### src/rtl/mem_store_buffer.sv
// rtl/mem_store_buffer.sv - posted-write store buffer with load forwarding in front of mem_data
module mem_store_buffer #(
  parameter int p_DEPTH         = 4,
  parameter int p_DATA_MEM_SIZE = 1024,
  parameter int p_WORD_LEN      = 16,
  parameter int p_ADDR_LEN      = 16
) (
  input  logic                  clk,
  input  logic                  rst_n,
  input  logic [p_ADDR_LEN-1:0] cpu_addr,
  input  logic [p_WORD_LEN-1:0] cpu_wdata,
  input  logic                  cpu_we,
  input  logic                  cpu_re,
  input  logic                  cpu_flush,
  output logic [p_WORD_LEN-1:0] cpu_rdata,
  output logic                  cpu_stall,
  output logic                  empty,
  output logic [p_ADDR_LEN-1:0] mem_addr,
  output logic [p_WORD_LEN-1:0] mem_wdata,
  output logic                  mem_we,
  input  logic [p_WORD_LEN-1:0] mem_rdata
);

  localparam int PTR_W  = $clog2(p_DEPTH);
  localparam int CNT_W  = $clog2(p_DEPTH + 1);
  localparam int MEM_AW = $clog2(p_DATA_MEM_SIZE);

  logic [p_ADDR_LEN-1:0] addr_q [p_DEPTH];
  logic [p_WORD_LEN-1:0] data_q [p_DEPTH];
  logic [p_DEPTH-1:0]    valid_q;
  logic [PTR_W-1:0]      head;
  logic [PTR_W-1:0]      tail;
  logic [CNT_W-1:0]      count;

  logic                  full;
  logic                  flushing;
  logic                  in_range;
  logic                  load_sel;
  logic                  drain;
  logic                  push;
  logic                  fwd_hit;
  logic [p_WORD_LEN-1:0] fwd_data;

  assign full     = (count == CNT_W'(p_DEPTH));
  assign flushing = cpu_flush && (count != '0);
  assign in_range = (cpu_addr[p_ADDR_LEN-1:MEM_AW] == '0);

  // A load owns the data port unless a flush is draining; then loads wait behind the stall.
  assign load_sel = cpu_re && !flushing;
  assign drain    = !load_sel && (count != '0);

  assign cpu_stall = (cpu_we && full) || flushing;
  assign push      = cpu_we && !cpu_stall && in_range;
  assign empty     = (count == '0);

  assign mem_we    = drain;
  assign mem_addr  = drain ? addr_q[head] : cpu_addr;
  assign mem_wdata = drain ? data_q[head] : '0;

  // Walk oldest to youngest so the last match is the youngest pending store.
  always_comb begin
    logic [PTR_W-1:0] idx;
    fwd_hit  = 1'b0;
    fwd_data = '0;
    idx      = '0;
    for (int i = 0; i < p_DEPTH; i++) begin
      idx = head + PTR_W'(i);
      if (valid_q[idx] && (addr_q[idx] == cpu_addr)) begin
        fwd_hit  = 1'b1;
        fwd_data = data_q[idx];
      end
    end
  end

  assign cpu_rdata = (cpu_re && !cpu_we) ? (fwd_hit ? fwd_data : mem_rdata) : '0;

  always_ff @(posedge clk) begin
    if (push) begin
      addr_q[tail] <= cpu_addr;
      data_q[tail] <= cpu_wdata;
    end
  end

  always_ff @(posedge clk or negedge rst_n) begin
    if (!rst_n) begin
      head    <= '0;
      tail    <= '0;
      count   <= '0;
      valid_q <= '0;
    end else begin
      if (push) begin
        valid_q[tail] <= 1'b1;
        tail          <= tail + PTR_W'(1);
      end
      if (drain) begin
        valid_q[head] <= 1'b0;
        head          <= head + PTR_W'(1);
      end
      case ({push, drain})
        2'b10:   count <= count + CNT_W'(1);
        2'b01:   count <= count - CNT_W'(1);
        default: count <= count;
      endcase
    end
  end

endmodule

### config.mk
export PLATFORM = sky130hd
export DESIGN_NAME = mem_store_buffer
export DESIGN_NICKNAME = d
export VERILOG_FILES = /design/src/rtl/mem_store_buffer.sv
export SDC_FILE = /design/constraint.sdc
export NUM_CORES = 1
export LEC_CHECK = 0
export ABC_CLOCK_PERIOD_IN_PS = 7230
export CAP_MARGIN = 10
export CORE_ASPECT_RATIO = 1.25
export CORE_MARGIN = 5
export CORE_UTILIZATION = 50
export DETAILED_ROUTE_END_ITERATION = 16
export GPL_ROUTABILITY_DRIVEN = 1
export PLACE_DENSITY = 0.72
export SLEW_MARGIN = 20
export SYNTH_ARGS = -nofsm -noshare
export SYNTH_HDL_FRONTEND = slang
export SYNTH_SLANG_ARGS = --single-unit
### constraint.sdc
create_clock -name clk -period 7.23 [get_ports clk]
set_input_delay 1.446 -clock clk [delete_from_list [all_inputs] [get_ports clk]]
set_output_delay 1.446 -clock clk [all_outputs]
set_load 0.05 [all_outputs]
==> results.ini <==
[worst_setup_path]
rrSetupSlack_ns=4.20
end_kind=output port
r2r-end=data_q[2][2]$_DFFE_PP_
cp.arrival_ns=5.12
cp_num_buf_inv=3
critPathSlowestCell=ha_4
cp_max_fo=48
cp-start-kind=register
required_ns=5.78
rr_startpoint=count[0]$_DFFE_PN0P_
reg2reg_depth=5
critPathKind=reg2out
critical-path-top-delay-family=simple AND/OR/NAND/NOR gates
crit_chain=inv_1 > ha_4 > mux4_2 > xor2_1 > nor4_1 > and4_1 > o2111ai_2 > buf_4 > nand4b_2 > a211oi_1 > buf_12
cpPeakStageDelay_ns=0.79

[die]
rows=57
die_w_um=136
fp.dieH_um=168
ioPinCount=104
start_util_pct=51.0
die_area_mm2=0.0228
core_area_mm2=0.0195

[yosys]
synthSimpleGateAreaFrac_pct=7.83
syn_inst=709
ys_seq_area_share_pct=41.5
ys_warn_count=0
synth_fp_nets=772
yosys.area.top_type_share_pct=38.7
syn_area_mm2=0.00993
synth_area_leader_cell=edfxtp_1
synth_top_family_by_area=multiplexers
synth_compound_area_share_pct=6.76
synth_adder_area_share_pct=1.34
synth_edf_count=128
async_flop_share_pct=7.91
muxShareOfSynthArea_pct=32.5
synth_cell_type_count=58
synthTopCellsByArea=edfxtp_1 39%, mux4_2 24%, mux2i_1 4.4%
syn-mean-instance-area_um2=14.0
synth_top_flop_cell=edfxtp_1
synth_xor_area_share_pct=5.20
ys_ff_latch=139

[cts]
cts_sinks=139
root_buffer=clkbuf_16
cts_max_path_buffers=2
cts_made_buffers=17
post_cts_buffers=0
cts_max_level=4
clk_latency_ns=0.44
clk_pin_slew_ns=0.06
cts_tree=yes
cts_resized=0
cts_hold_buffers=0

[min_path]
hp-start=count[2]$_DFFE_PN0P_
hold_class=reg2reg
whs_endpoint=count[2]$_DFFE_PN0P_
whs_path_depth=1

[layout]
final_util_pct=60.8
drive_above_1_share_pct=25.2
syn_to_final_growth_pct=19.1
layout.nets=840
fillers=1472
finalInstanceArea_mm2=0.0118
antenna_cells=0

[global_routing]
antenna_found_initial=0
grt_pass1_wl_mm=38.4
grt.total_usage_pct=21.7
grt_max_degree=141
overflow=0
grt_pass1_vias=6960

[sta]
rsz0062_at_grt=false
fin_setup_tns_ns=0
finClkSkew_ns=0.00714
hold_viol=0
finalCriticalPeriod_ns=6.56
setup_viol=0
slew_headroom_pct=35.4
worst_slew_pin_slew_ns=0.968
slew_violations=0
fmaxAchievable_mhz=152
finalCritPeriodShare_pct=90.8

[detailed_routing]
via_count=6790
drc=0
avgRoutedWirePerCell_um=23.2
drt_iter0_markers=716
routed_wl_mm=24.5
ant_nets=0
avgViaCountPerCell=6.44
dr.pass1.iters=5

[status]
status=complete, no violations

[place]
finalWeightedCongestion=0.886
dp_hpwl_mm=16.7
dpl_cell_area_mm2=0.0112
portBuffers=103

[power]
vdd_drop_max_mv=0.345
power_leakage_uw=0.00395
powerDensity_mw_per_mm2=381

[run]
drv_cap=0

layout by cell type (no fill, tap or decap), types with 17 or more instances in the layout:
| cell | netlist | routed |
|---|---|---|
| clkbuf_16 | 0 | 17 |
| clkdlybuf4s50_1 | 0 | 87 |
| mux2_2 | 18 | 18 |
| nor2b_1 | 19 | 19 |
| and2_1 | 21 | 21 |
| mux4_2 | 108 | 108 |
| a211oi_1 | 17 | 17 |
| nor2_1 | 28 | 28 |
| xor2_1 | 29 | 29 |
| nand4_1 | 19 | 19 |
| edfxtp_1 | 128 | 128 |
| buf_12 | 1 | 17 |
| a31oi_1 | 17 | 17 |
| xnor2_1 | 30 | 30 |
| inv_1 | 29 | 29 |
| mux2i_1 | 44 | 44 |
state kept, by name, summed over array words and instances, names as in the netlist:
signal,cells
addr_q,64
count,3
data_q,64
head,2
tail,2
valid_q,4
how the worst max path moves through the flow:
stage                        start            end  slack (ns)  depth (start not counted)
2_1_floorplan  head[1]$_DFFE_PN0N_   cpu_rdata[2]       0.005                         19
3_3_place_gp          cpu_addr[11]  cpu_rdata[13]        0.79                         10
3_5_place_dp          cpu_addr[11]   cpu_rdata[9]        0.78                         10
4_1_cts        head[1]$_DFFE_PN0N_   cpu_rdata[9]        0.61                         11
5_1_grt        head[1]$_DFFE_PN0N_  cpu_rdata[13]        0.41                         12
6_report       head[1]$_DFFE_PN0N_   cpu_rdata[9]        0.67                         11
cell usage after synthesis (all sizes together) (2+ instances only):
cell and number:
o22ai 3, o2bb2ai 2, nor3 6, nand2b 2
inv 29, a211oi 17, ha 9, nor4 7
edfxtp 128, a2bb2oi 4, buf 41, o211ai 2
o311ai 16, xnor2 30, mux2 20, o2111ai 3
clkbuf 27, a21oi 6, nor2b 19, nand4 20
o21ai 7, or2 16, nor2 28, nand2 13
a31oi 17, a2111oi 3, dfrtp 11, and2 21
mux4 113, xor2 29, mux2i 44
metal layers:
layer  vias up  routed length, um  global-route usage, %
li1       2995                  -                      -
met1      3493               9230                   26.3
met2       261              13000                   38.3
met3        41               1400                   3.66
met4         0                787                   8.59
met5         -                  0                      0
logic make-up after synthesis:
| family | after synthesis |
|---|---|
| adder cells (fa/ha/maj) | 10 |
| multiplexers | 177 |
| AO/OA/AOI/OAI | 90 |
| XOR/XNOR | 59 |
| AND/OR/NAND/NOR | 137 |
| buffers and inverters | 97 |
| flip-flops | 139 |
per-stage QoR:
stage,hold slack (ns),instances,power [uW],setup slack (ns)
after floorplan,0.443,709,3080,0.00543
after global routing,0.487,1055,4720,0.407
final,0.478,1055,4510,0.668
after CTS,0.475,1055,4530,0.611
after global placement,0.457,1023,3610,0.789
after detailed placement,0.464,1023,3650,0.779
area by class of cell:
cell class	count	area (um2)	share of cell area, %
multi-input combinational	473	5360	45.3
sequential	139	4130	34.9
timing repair buffer	117	1310	11.1
clock buffer	18	429	3.63
tap	265	332	2.80
clock inverter	14	163	1.37
inverter	29	109	0.920
report_power, final:
part           leakage [uW]  switching, uW  total, uW  internal, uW
Clock              0.000281            362        877           515
Sequential          0.00128           51.2        953           902
Combinational       0.00238           1440       2680          1240
Total               0.00395           1850       4510          2660
(Power assumes the default switching activity.)
